$ cat src/rtl/lt24_write_controller_pkg.sv
// Shared definitions for the LT24 write controller: FSM state encoding and
// the levels the panel bus rests at when no write cycle is running.
package lt24_write_controller_pkg;

  typedef enum logic [1:0] {
    ST_IDLE    = 2'd0,
    ST_WR_LOW  = 2'd1,
    ST_WR_HIGH = 2'd2
  } lt24_state_e;

  localparam logic BUS_CS_N_IDLE = 1'b1;
  localparam logic BUS_WR_N_IDLE = 1'b1;
  localparam logic BUS_RD_N_IDLE = 1'b1;
  localparam logic BUS_RS_IDLE   = 1'b0;

endpackage

$ cat src/rtl/lt24_cmd_fifo.sv
// Small synchronous FIFO holding {is_data, word} entries for the LT24 writer.
// Read data is the head entry, valid whenever the FIFO is not empty.
module lt24_cmd_fifo #(
  parameter int DEPTH_LOG2 = 2,
  parameter int WIDTH      = 17
) (
  input  logic                  clk_i,
  input  logic                  rst_i,
  input  logic                  push_i,
  input  logic [WIDTH-1:0]      push_data_i,
  input  logic                  pop_i,
  output logic [WIDTH-1:0]      pop_data_o,
  output logic                  full_o,
  output logic                  empty_o,
  output logic [DEPTH_LOG2:0]   count_o
);

  localparam int DEPTH = 1 << DEPTH_LOG2;
  localparam int CW    = DEPTH_LOG2 + 1;
  localparam logic [CW-1:0]         CNT_ONE  = CW'(1);
  localparam logic [CW-1:0]         CNT_FULL = CW'(DEPTH);
  localparam logic [DEPTH_LOG2-1:0] PTR_ONE  = DEPTH_LOG2'(1);

  logic [WIDTH-1:0]      mem_q [DEPTH];
  logic [DEPTH_LOG2-1:0] wr_ptr_q;
  logic [DEPTH_LOG2-1:0] rd_ptr_q;
  logic [CW-1:0]         count_q;
  logic                  push_ok_s;
  logic                  pop_ok_s;

  assign full_o     = (count_q == CNT_FULL);
  assign empty_o    = (count_q == '0);
  assign count_o    = count_q;
  assign push_ok_s  = push_i && !full_o;
  assign pop_ok_s   = pop_i && !empty_o;
  assign pop_data_o = mem_q[rd_ptr_q];

  always_ff @(posedge clk_i) begin
    if (push_ok_s) begin
      mem_q[wr_ptr_q] <= push_data_i;
    end
  end

  // Pointers wrap naturally because the depth is a power of two.
  always_ff @(posedge clk_i) begin
    if (rst_i) begin
      wr_ptr_q <= '0;
      rd_ptr_q <= '0;
      count_q  <= '0;
    end else begin
      if (push_ok_s) begin
        wr_ptr_q <= wr_ptr_q + PTR_ONE;
      end
      if (pop_ok_s) begin
        rd_ptr_q <= rd_ptr_q + PTR_ONE;
      end
      case ({push_ok_s, pop_ok_s})
        2'b10:   count_q <= count_q + CNT_ONE;
        2'b01:   count_q <= count_q - CNT_ONE;
        default: count_q <= count_q;
      endcase
    end
  end

endmodule

$ cat src/rtl/lt24_write_controller.sv
// Turns queued command/data words into LT24 8080-style write cycles; the bus
// FSM steps only on the enable strobe while upstream pushes at full clock rate.
module lt24_write_controller #(
  parameter int FIFO_DEPTH_LOG2 = 2,
  parameter int DATA_WIDTH      = 16
) (
  input  logic                  input_clock,
  input  logic                  reset,
  input  logic                  enable,
  input  logic                  in_valid,
  output logic                  in_ready,
  input  logic                  in_is_data,
  input  logic [DATA_WIDTH-1:0] in_word,
  output logic                  busy,
  output logic                  lcd_cs_n,
  output logic                  lcd_rs,
  output logic                  lcd_wr_n,
  output logic                  lcd_rd_n,
  output logic [DATA_WIDTH-1:0] lcd_d
);
  import lt24_write_controller_pkg::*;

  localparam int EW = DATA_WIDTH + 1;
  localparam int CW = FIFO_DEPTH_LOG2 + 1;
  localparam logic [CW-1:0] CNT_ONE = CW'(1);

  lt24_state_e           state_q;
  logic                  cs_n_q;
  logic                  wr_n_q;
  logic                  rs_q;
  logic [DATA_WIDTH-1:0] d_q;
  logic                  busy_q;

  logic [EW-1:0]         head_s;
  logic [CW-1:0]         fifo_count_s;
  logic [CW-1:0]         fifo_count_d;
  logic                  fifo_full_s;
  logic                  fifo_empty_s;
  logic                  push_s;
  logic                  pop_s;
  logic                  active_d;

  assign in_ready = !fifo_full_s;
  assign push_s   = in_valid && in_ready;
  assign busy     = busy_q;
  assign lcd_cs_n = cs_n_q;
  assign lcd_wr_n = wr_n_q;
  assign lcd_rs   = rs_q;
  assign lcd_d    = d_q;
  assign lcd_rd_n = BUS_RD_N_IDLE;

  lt24_cmd_fifo #(
    .DEPTH_LOG2 (FIFO_DEPTH_LOG2),
    .WIDTH      (EW)
  ) u_fifo (
    .clk_i       (input_clock),
    .rst_i       (reset),
    .push_i      (push_s),
    .push_data_i ({in_is_data, in_word}),
    .pop_i       (pop_s),
    .pop_data_o  (head_s),
    .full_o      (fifo_full_s),
    .empty_o     (fifo_empty_s),
    .count_o     (fifo_count_s)
  );

  // A word leaves the FIFO only on an enable that starts a WR# low phase.
  always_comb begin
    pop_s = 1'b0;
    if (enable && !fifo_empty_s && (state_q == ST_IDLE || state_q == ST_WR_HIGH)) begin
      pop_s = 1'b1;
    end else begin
      pop_s = 1'b0;
    end
  end

  // Next-cycle occupancy and bus activity, so busy can be a plain register.
  always_comb begin
    fifo_count_d = fifo_count_s;
    active_d     = (state_q != ST_IDLE);
    case ({push_s, pop_s})
      2'b10:   fifo_count_d = fifo_count_s + CNT_ONE;
      2'b01:   fifo_count_d = fifo_count_s - CNT_ONE;
      default: fifo_count_d = fifo_count_s;
    endcase
    if (enable) begin
      active_d = (state_q == ST_WR_LOW) || pop_s;
    end else begin
      active_d = (state_q != ST_IDLE);
    end
  end

  always_ff @(posedge input_clock) begin
    if (reset) begin
      state_q <= ST_IDLE;
      cs_n_q  <= BUS_CS_N_IDLE;
      wr_n_q  <= BUS_WR_N_IDLE;
      rs_q    <= BUS_RS_IDLE;
      d_q     <= '0;
      busy_q  <= 1'b0;
    end else begin
      busy_q <= active_d || (fifo_count_d != '0);
      if (enable) begin
        case (state_q)
          ST_IDLE: begin
            if (!fifo_empty_s) begin
              d_q     <= head_s[DATA_WIDTH-1:0];
              rs_q    <= head_s[DATA_WIDTH];
              cs_n_q  <= 1'b0;
              wr_n_q  <= 1'b0;
              state_q <= ST_WR_LOW;
            end
          end
          ST_WR_LOW: begin
            wr_n_q  <= 1'b1;
            state_q <= ST_WR_HIGH;
          end
          ST_WR_HIGH: begin
            // Back-to-back words keep CS# low; d/rs only move as WR# falls.
            if (!fifo_empty_s) begin
              d_q     <= head_s[DATA_WIDTH-1:0];
              rs_q    <= head_s[DATA_WIDTH];
              wr_n_q  <= 1'b0;
              state_q <= ST_WR_LOW;
            end else begin
              cs_n_q  <= BUS_CS_N_IDLE;
              state_q <= ST_IDLE;
            end
          end
          default: begin
            cs_n_q  <= BUS_CS_N_IDLE;
            wr_n_q  <= BUS_WR_N_IDLE;
            state_q <= ST_IDLE;
          end
        endcase
      end
    end
  end

endmodule
$ cat config.mk
export PLATFORM = sky130hd
export DESIGN_NAME = lt24_write_controller
export DESIGN_NICKNAME = d
export VERILOG_FILES = /design/src/rtl/lt24_write_controller_pkg.sv /design/src/rtl/lt24_cmd_fifo.sv /design/src/rtl/lt24_write_controller.sv
export SDC_FILE = /design/constraint.sdc
export NUM_CORES = 1
export LEC_CHECK = 0
export CORE_MARGIN = 2
export CORE_UTILIZATION = 60
export DETAILED_ROUTE_END_ITERATION = 6
export PLACE_DENSITY_LB_ADDON = 0.1
export SLEW_MARGIN = 20
export SYNTH_ARGS = -nofsm -noshare
export SYNTH_HDL_FRONTEND = slang
export SYNTH_HIERARCHICAL = 1
export SYNTH_SLANG_ARGS = --single-unit
$ cat constraint.sdc
create_clock -name input_clock -period 7.25 [get_ports input_clock]
set_input_delay 0.725 -clock input_clock [delete_from_list [all_inputs] [get_ports input_clock]]
set_output_delay 0.725 -clock input_clock [all_outputs]
set_load 0.02 [all_outputs]
## Yosys cells after proc, flatten, opt, wreduce, memory -nomap -nowiden

Memory sizes are Yosys's and may differ from the RTL's. A register that Yosys moved wholly into a read port is not among the register bits.
Index checks and enable logic that the tools add are counted.

| storage, ports and cells | value |
|---|---|
| bits in writable memories | 68 |
| ROM bits | 0 |
| output and inout bits | 22 |
| word-level logic and storage cells | 57 |
| input port bits | 21 |
| memories kept | 1 |
| latch bits | 0 |
| bits in registers | 12 |

| operators by class | value |
|---|---|
| muxes and demuxes | 13 |
| bitwise operators | 2 |
| div/mod/pow operators | 0 |
| eq/ne operators | 10 |
| shifts and indexed selects | 0 |
| magnitude comparators | 0 |
| reductions and logical operators | 20 |
| add/sub/neg operators | 4 |
| multipliers | 0 |

Memory list:

| name | depth | bits a word | rd ports | clocked after Yosys merged registers in | wr ports | line | source |
|---|---|---|---|---|---|---|---|
| u_fifo.mem_q | 4 | 17 | 1 | 1 | 1 | lt24_cmd_fifo.sv:24 | `logic [WIDTH-1:0] mem_q [DEPTH];` |

Operator list:

| operator | count |
|---|---|
| case mux 3 bit (2 select lines) | 2 |
| 2-to-1 mux 1 bit | 8 |
| equality test 2 x 1 -> 1 bit (second input constant) | 3 |
| equality test 2 bit (second input constant) | 3 |
| != test 2 bit (second input constant) | 3 |
| case mux 2 bit (3 select lines) | 1 |
| logical AND 1 bit | 5 |
| adder 2 x 1 -> 2 bit (second input constant) | 2 |
| AND reduction 2 bit | 2 |
| AND reduction 4 bit | 1 |
| nonzero test 2 bit | 2 |
| adder 3 x 1 -> 3 bit (second input constant) | 1 |
| equality test 3 bit (second input constant) | 1 |
| logical NOT 3 bit | 1 |
| logical OR 1 bit | 3 |
| case mux 1 bit (3 select lines) | 1 |
| AND reduction 3 bit | 1 |
| nonzero test 3 bit | 1 |
| subtractor 3 x 1 -> 3 bit (second input constant) | 1 |
| logical NOT 1 bit | 2 |
| logical NOT 2 bit | 1 |
| 2-to-1 mux 2 bit | 1 |
| inverter 1 bit | 2 |
| OR reduction 2 bit | 1 |

## Logic depth before layout (Yosys ltp)

| depth | value |
|---|---|
| word-level depth | 9 |
| mapped depth | 13 |
| mapped depth without buffers | 13 |

## By module

Netlist, hierarchy kept.

By module, submodules not included:

| module | cells an instance | instances | area each (sq um) | sequential area each (sq um) |
|---|---|---|---|---|
| lt24_cmd_fifo | 143 | 1 | 2,967.8 | 2,222.1 |
| lt24_write_controller | 113 | 1 | 923.4 | 440.4 |

## Worst setup path after synthesis

No wires, ideal clock.

| path | value |
|---|---|
| path kind | in2reg |
| start point | in enable |
| end point | reg u_fifo.count_q[2] (netlist: u_fifo/count_o[2]) |
| path buffers | 1 |
| cell stages on the path | 11 |
| setup time | 0.070 ns |
| arrival | 2.282 ns |
| required time | 7.180 ns |
| slack | 4.898 ns |
| cells stage by stage | nand2_2 > clkinv_2 > buf_6 > o31ai_1 > inv_1 > ha_1 > inv_1 > fa_1 > xor2_1 > or3_1 > a21oi_1 |

| between the ends | value |
|---|---|
| longest elaborated chain between the ends | 6 |
| elaborated cells on any way between the ends | 8 |
| those cells by class | eq/ne (2); mux (2); reduce/logical (4) |

RTL lines:

| what | line | source |
|---|---|---|
| from (decl) | lt24_write_controller.sv:9 | `input logic enable,` |
| logical AND 1 bit * (2 in series) | lt24_write_controller.sv:70 | `if (enable && !fifo_empty_s && (state_q == ST_IDLE \|\| state_q == ST_WR_HIGH)) begin` |
| 2-to-1 mux 1 bit * | lt24_write_controller.sv:70 |  |
| named net pop_s | lt24_write_controller.sv:40 | `logic pop_s;` |
| logical AND 1 bit * | lt24_cmd_fifo.sv:35 | `assign pop_ok_s = pop_i && !empty_o;` |
| named net u_fifo.pop_ok_s | lt24_cmd_fifo.sv:29 | `logic pop_ok_s;` |
| equality test 2 x 1 -> 1 bit / equality test 2 bit (equally long branches) | lt24_cmd_fifo.sv:57 | `case ({push_ok_s, pop_ok_s})` |
| case mux 3 bit (2 select lines) / nonzero test 2 bit (equally long branches) | -- |  |
| to (signal assigned) | lt24_cmd_fifo.sv:58 | `2'b10: count_q <= count_q + CNT_ONE;` |
| to (signal assigned) | lt24_cmd_fifo.sv:59 | `2'b01: count_q <= count_q - CNT_ONE;` |
| to (signal assigned) | lt24_cmd_fifo.sv:60 | `default: count_q <= count_q;` |
| to (decl) | lt24_cmd_fifo.sv:27 | `logic [CW-1:0] count_q;` |

Mark *: on every way through the listed nets, which the timed path passes. The rest lies on a longest branch.
A chain may end at the register's enable or synchronous reset.

## Final worst setup path

| path | value |
|---|---|
| start point | in enable |
| end point | reg u_fifo.count_q[2] (netlist: u_fifo/count_o[2]) |

| between the ends | value |
|---|---|
| longest elaborated chain between the ends | 6 |
| elaborated cells on any way between the ends | 8 |
| those cells by class | eq/ne (2); mux (2); reduce/logical (4) |

RTL lines:

| what | line |
|---|---|
| logical AND 1 bit * (2 in series) | lt24_write_controller.sv:70 |
| 2-to-1 mux 1 bit * | lt24_write_controller.sv:70 |
| logical AND 1 bit * | lt24_cmd_fifo.sv:35 |
| named net u_fifo.pop_ok_s | lt24_cmd_fifo.sv:29 |
| equality test 2 x 1 -> 1 bit / equality test 2 bit (equally long branches) | lt24_cmd_fifo.sv:57 |
| case mux 3 bit (2 select lines) / nonzero test 2 bit (equally long branches) | -- |

Marks and branches as above.

==> results.cfg <==
[timing]
final.setup_skew_ns = 0.00765
setup_viol = 0
setup-tns-final_ns = 0
maxSlewHeadroom = 0.358
finalWorstSetupSlack_ns = 4.20
rsz0062_at_grt = false
finalCritPeriodShare = 0.420
final_max_slew_viol_count = 0
max_freq_mhz = 328
worst_pin_slew_ns = 0.963
final.min_clock_period_ns = 3.05
hold_viol = 0

[logic_synthesis]
async_flop_share = 0
syn_inst = 256
synth_top_area_frac = 0.525
synth_fp_nets = 285
postSynthAreaPerCell_sq_um = 15.2
synthMuxAreaShare = 0.110
ys_top_cells_by_area = edfxtp_1, dfxtp_1, mux4_2
ys_warn_count = 6
synthAdderAreaFrac = 0.0296
synth_top_cell_by_area = edfxtp_1
synth-compound-area-share = 0.0540
synth_ff_type = edfxtp_1
synth_edf_count = 68
netlist_area_sq_mm = 0.00389
synth_top_family_by_area = multiplexers
yosys_register_bits = 99
synth_xor_area_frac = 0.0113
synth_cell_types = 36
synth_simple_gate_area_frac = 0.0723
yosysSeqAreaShare = 0.684

[routing]
drtIter0Drc = 102
dr.pass1.iters = 4
wire_per_inst_microns = 16.5
drc = 0
finalWirelength_microns = 6260
vias_per_cell = 5.46
via_count = 2075
ant_nets = 0

[worst_setup_path]
worstPathRequired_ns = 7.54
startpoint_type = input pin
crit_fanout = 21
path_cells = clkdlybuf4s50_1 > nand2_2 > clkinv_2 > o31ai_1 > inv_1 > ha_1 > inv_1 > fa_1 > xor2_1 > or3_1 > a21oi_1
cp_common_cell = inv_1
reg2reg_from = u_fifo/count_o[0]
r2r-end = u_fifo/count_o[2]
crit_type = input pin to register
cp-end-kind = register
cp.arrival_ns = 3.34
reg2reg_setup_slack_ns = 4.31
crit_path_top_delay_cell = clkdlybuf4s50_1
critPathMaxStageDelay_ns = 0.56
rr_worst_depth = 12

[cells_and_area]
diodes = 0
nets = 327
area_delta_synth_final_pct = 15.9
drive_gt1_frac = 0.125
num-fill-cells = 435

[place]
port_buffers = 41
globalplace.congestion = 0.822
dp_hpwl_microns = 3890
dp_slack_ns = 3.84

[cts]
clk_latency_ns = 0.36
ctsResizeCount = 0
ctsRootBufferMaster = clkbuf_8
clk_path_buf_depth = 2
path_clk_slew_ns = 0.09
cts_hold_buffers = 0
post_cts.repair.setup_buffers = 0
cts_tree = done
htreeDepth = 3
cts_buffers = 9
cts_sinks = 99

[die]
top_level_ports = 43
core_area_sq_mm = 0.00631
dieWidth_microns = 84.5
row_count = 29
die_area_sq_mm = 0.00715
die_h_microns = 84.5
initial_core_util = 0.616

[hold_path]
min_from = lcd_d[4]
hold_depth = 2
min_to = lcd_d[4]
min_path_type = register to register

[global_route]
grt_overflow_total = 0
grt_max_degree = 32
grt_pass1_vias = 2028
gr-usage-all-layers = 0.191
antenna_found_initial = 0
grt_pass1_wl_microns = 10100

[job]
cap_violations = 0

[power_and_ir_drop]
power_density_mw_per_mm2 = 321
power_frac_seq = 0.517
internal_power_mw = 1.02
p_comb_frac = 0.253
vdd_drop_max_uv = 199
p_leak_nw = 1.50
switching_share = 0.297
p_clk_frac = 0.230
p_sw_mw = 0.430

[outcome]
status = finished, final reports clean
[routing by layer]
metal / GRT usage / vias up / share of wire
li1: - / 1008 / -
met1: 0.256 / 1005 / 0.44
met2: 0.299 / 53 / 0.49
met3: 0.0442 / 9 / 0.049
met4: 0.0938 / 0 / 0.015
met5: 0 / - / 0
[worst max-delay path, delay by kind of cell]
family	cells	cell delay [ns]
adders and majority gates	2	0.54
buffers and inverters	4	1.02
AOI/OAI and AO/OA	2	0.29
xor gates and xnor gates	1	0.16
and+or+nand+nor	2	0.60
[layout by cell type (no fill, tap or decap), types with 2 or more instances in the layout]
cell             instances
dfxtp_1                 30
o21ai_0                  5
xor2_1                   4
and2_1                   4
fa_1                     2
nand2_1                 40
clkinv_2                 2
ha_1                     6
mux4_1                   7
clkinvlp_4               2
mux4_2                  10
clkbuf_8                 9
a21oi_1                 17
a21oi_2                  9
or3_1                    3
clkdlybuf4s50_1         41
inv_1                   15
mux2i_1                  2
clkinv_1                 2
edfxtp_1                68
nand2b_1                 2
nor2_1                   7
[power groups by stage]
stage	logic [mW]	clock network (mW)	registers, mW
detailed placement	0.370	0	0.761
CTS	0.372	0.342	0.748
floorplan	0.240	0	0.772
global route	0.406	0.360	0.758
finish	0.366	0.332	0.747
global placement	0.361	0	0.759
[worst max path at each step]
stage / start / depth (start not counted) / slack (ns) / endpoint
4_1_cts: enable / 11 / 4.20 / u_fifo/count_o[2]
3_3_place_gp: enable / 11 / 3.89 / u_fifo/count_o[2]
2_1_floorplan: enable / 11 / 4.90 / u_fifo/count_o[2]
6_report: enable / 11 / 4.20 / u_fifo/count_o[2]
3_5_place_dp: enable / 11 / 3.84 / u_fifo/count_o[2]
5_1_grt: u_fifo/count_o[0] / 12 / 3.96 / u_fifo/count_o[2]
[logic make-up after synthesis]
family | after synthesis
AO/OA/AOI/OAI | 34
flip-flops | 99
XOR/XNOR | 5
adder cells (fa/ha/maj) | 8
buffers and inverters | 27
other | 1
AND/OR/NAND/NOR | 63
multiplexers | 19
[layout make-up]
type	count	area, sq um	share of cell area
flip-flops and latches	99	2660	0.591
multi-input cells	130	1080	0.240
repair buffers	42	418	0.0927
clock buffers	10	128	0.0283
well taps	77	96.3	0.0214
inverters	16	61.3	0.0136
clock inverters	6	57.6	0.0128
[cells in the mapped netlist, types with 2 or more instances]
library cell,instances
a21oi_1,17
a21oi_2,9
and2_1,4
buf_1,2
buf_2,3
buf_4,2
buf_6,2
dfxtp_1,31
edfxtp_1,68
fa_1,2
ha_1,6
inv_1,15
mux2i_1,2
mux4_1,7
mux4_2,10
nand2_1,40
nand2b_1,2
nor2_1,7
o21ai_0,5
or3_1,3
xor2_1,4
[flip-flops by register name, summed over array words and instances, names as in the netlist, named ones only]
name / cells
lcd_cs_n: 1
lcd_d: 16
lcd_rs: 1
u_fifo/count_o: 3
busy: 1
u_fifo/wr_ptr_q: 2
lcd_wr_n: 1
u_fifo/rd_ptr_q: 2
state_q: 2
u_fifo/mem_q: 68
[metrics by stage]
step                total power [mW]  utilization  area [sq um]  instances  hold slack, ns
floorplan                       1.01            -          3890        256           0.459
global placement                1.12        0.685          4320        364           0.442
detailed placement              1.13        0.685          4320        364           0.447
CTS                             1.46        0.714          4510        380           0.459
global route                    1.52        0.714          4510        380           0.477
finish                          1.44        0.714          4510        380           0.455
No activity file was read; power rests on OpenSTA's default activity.
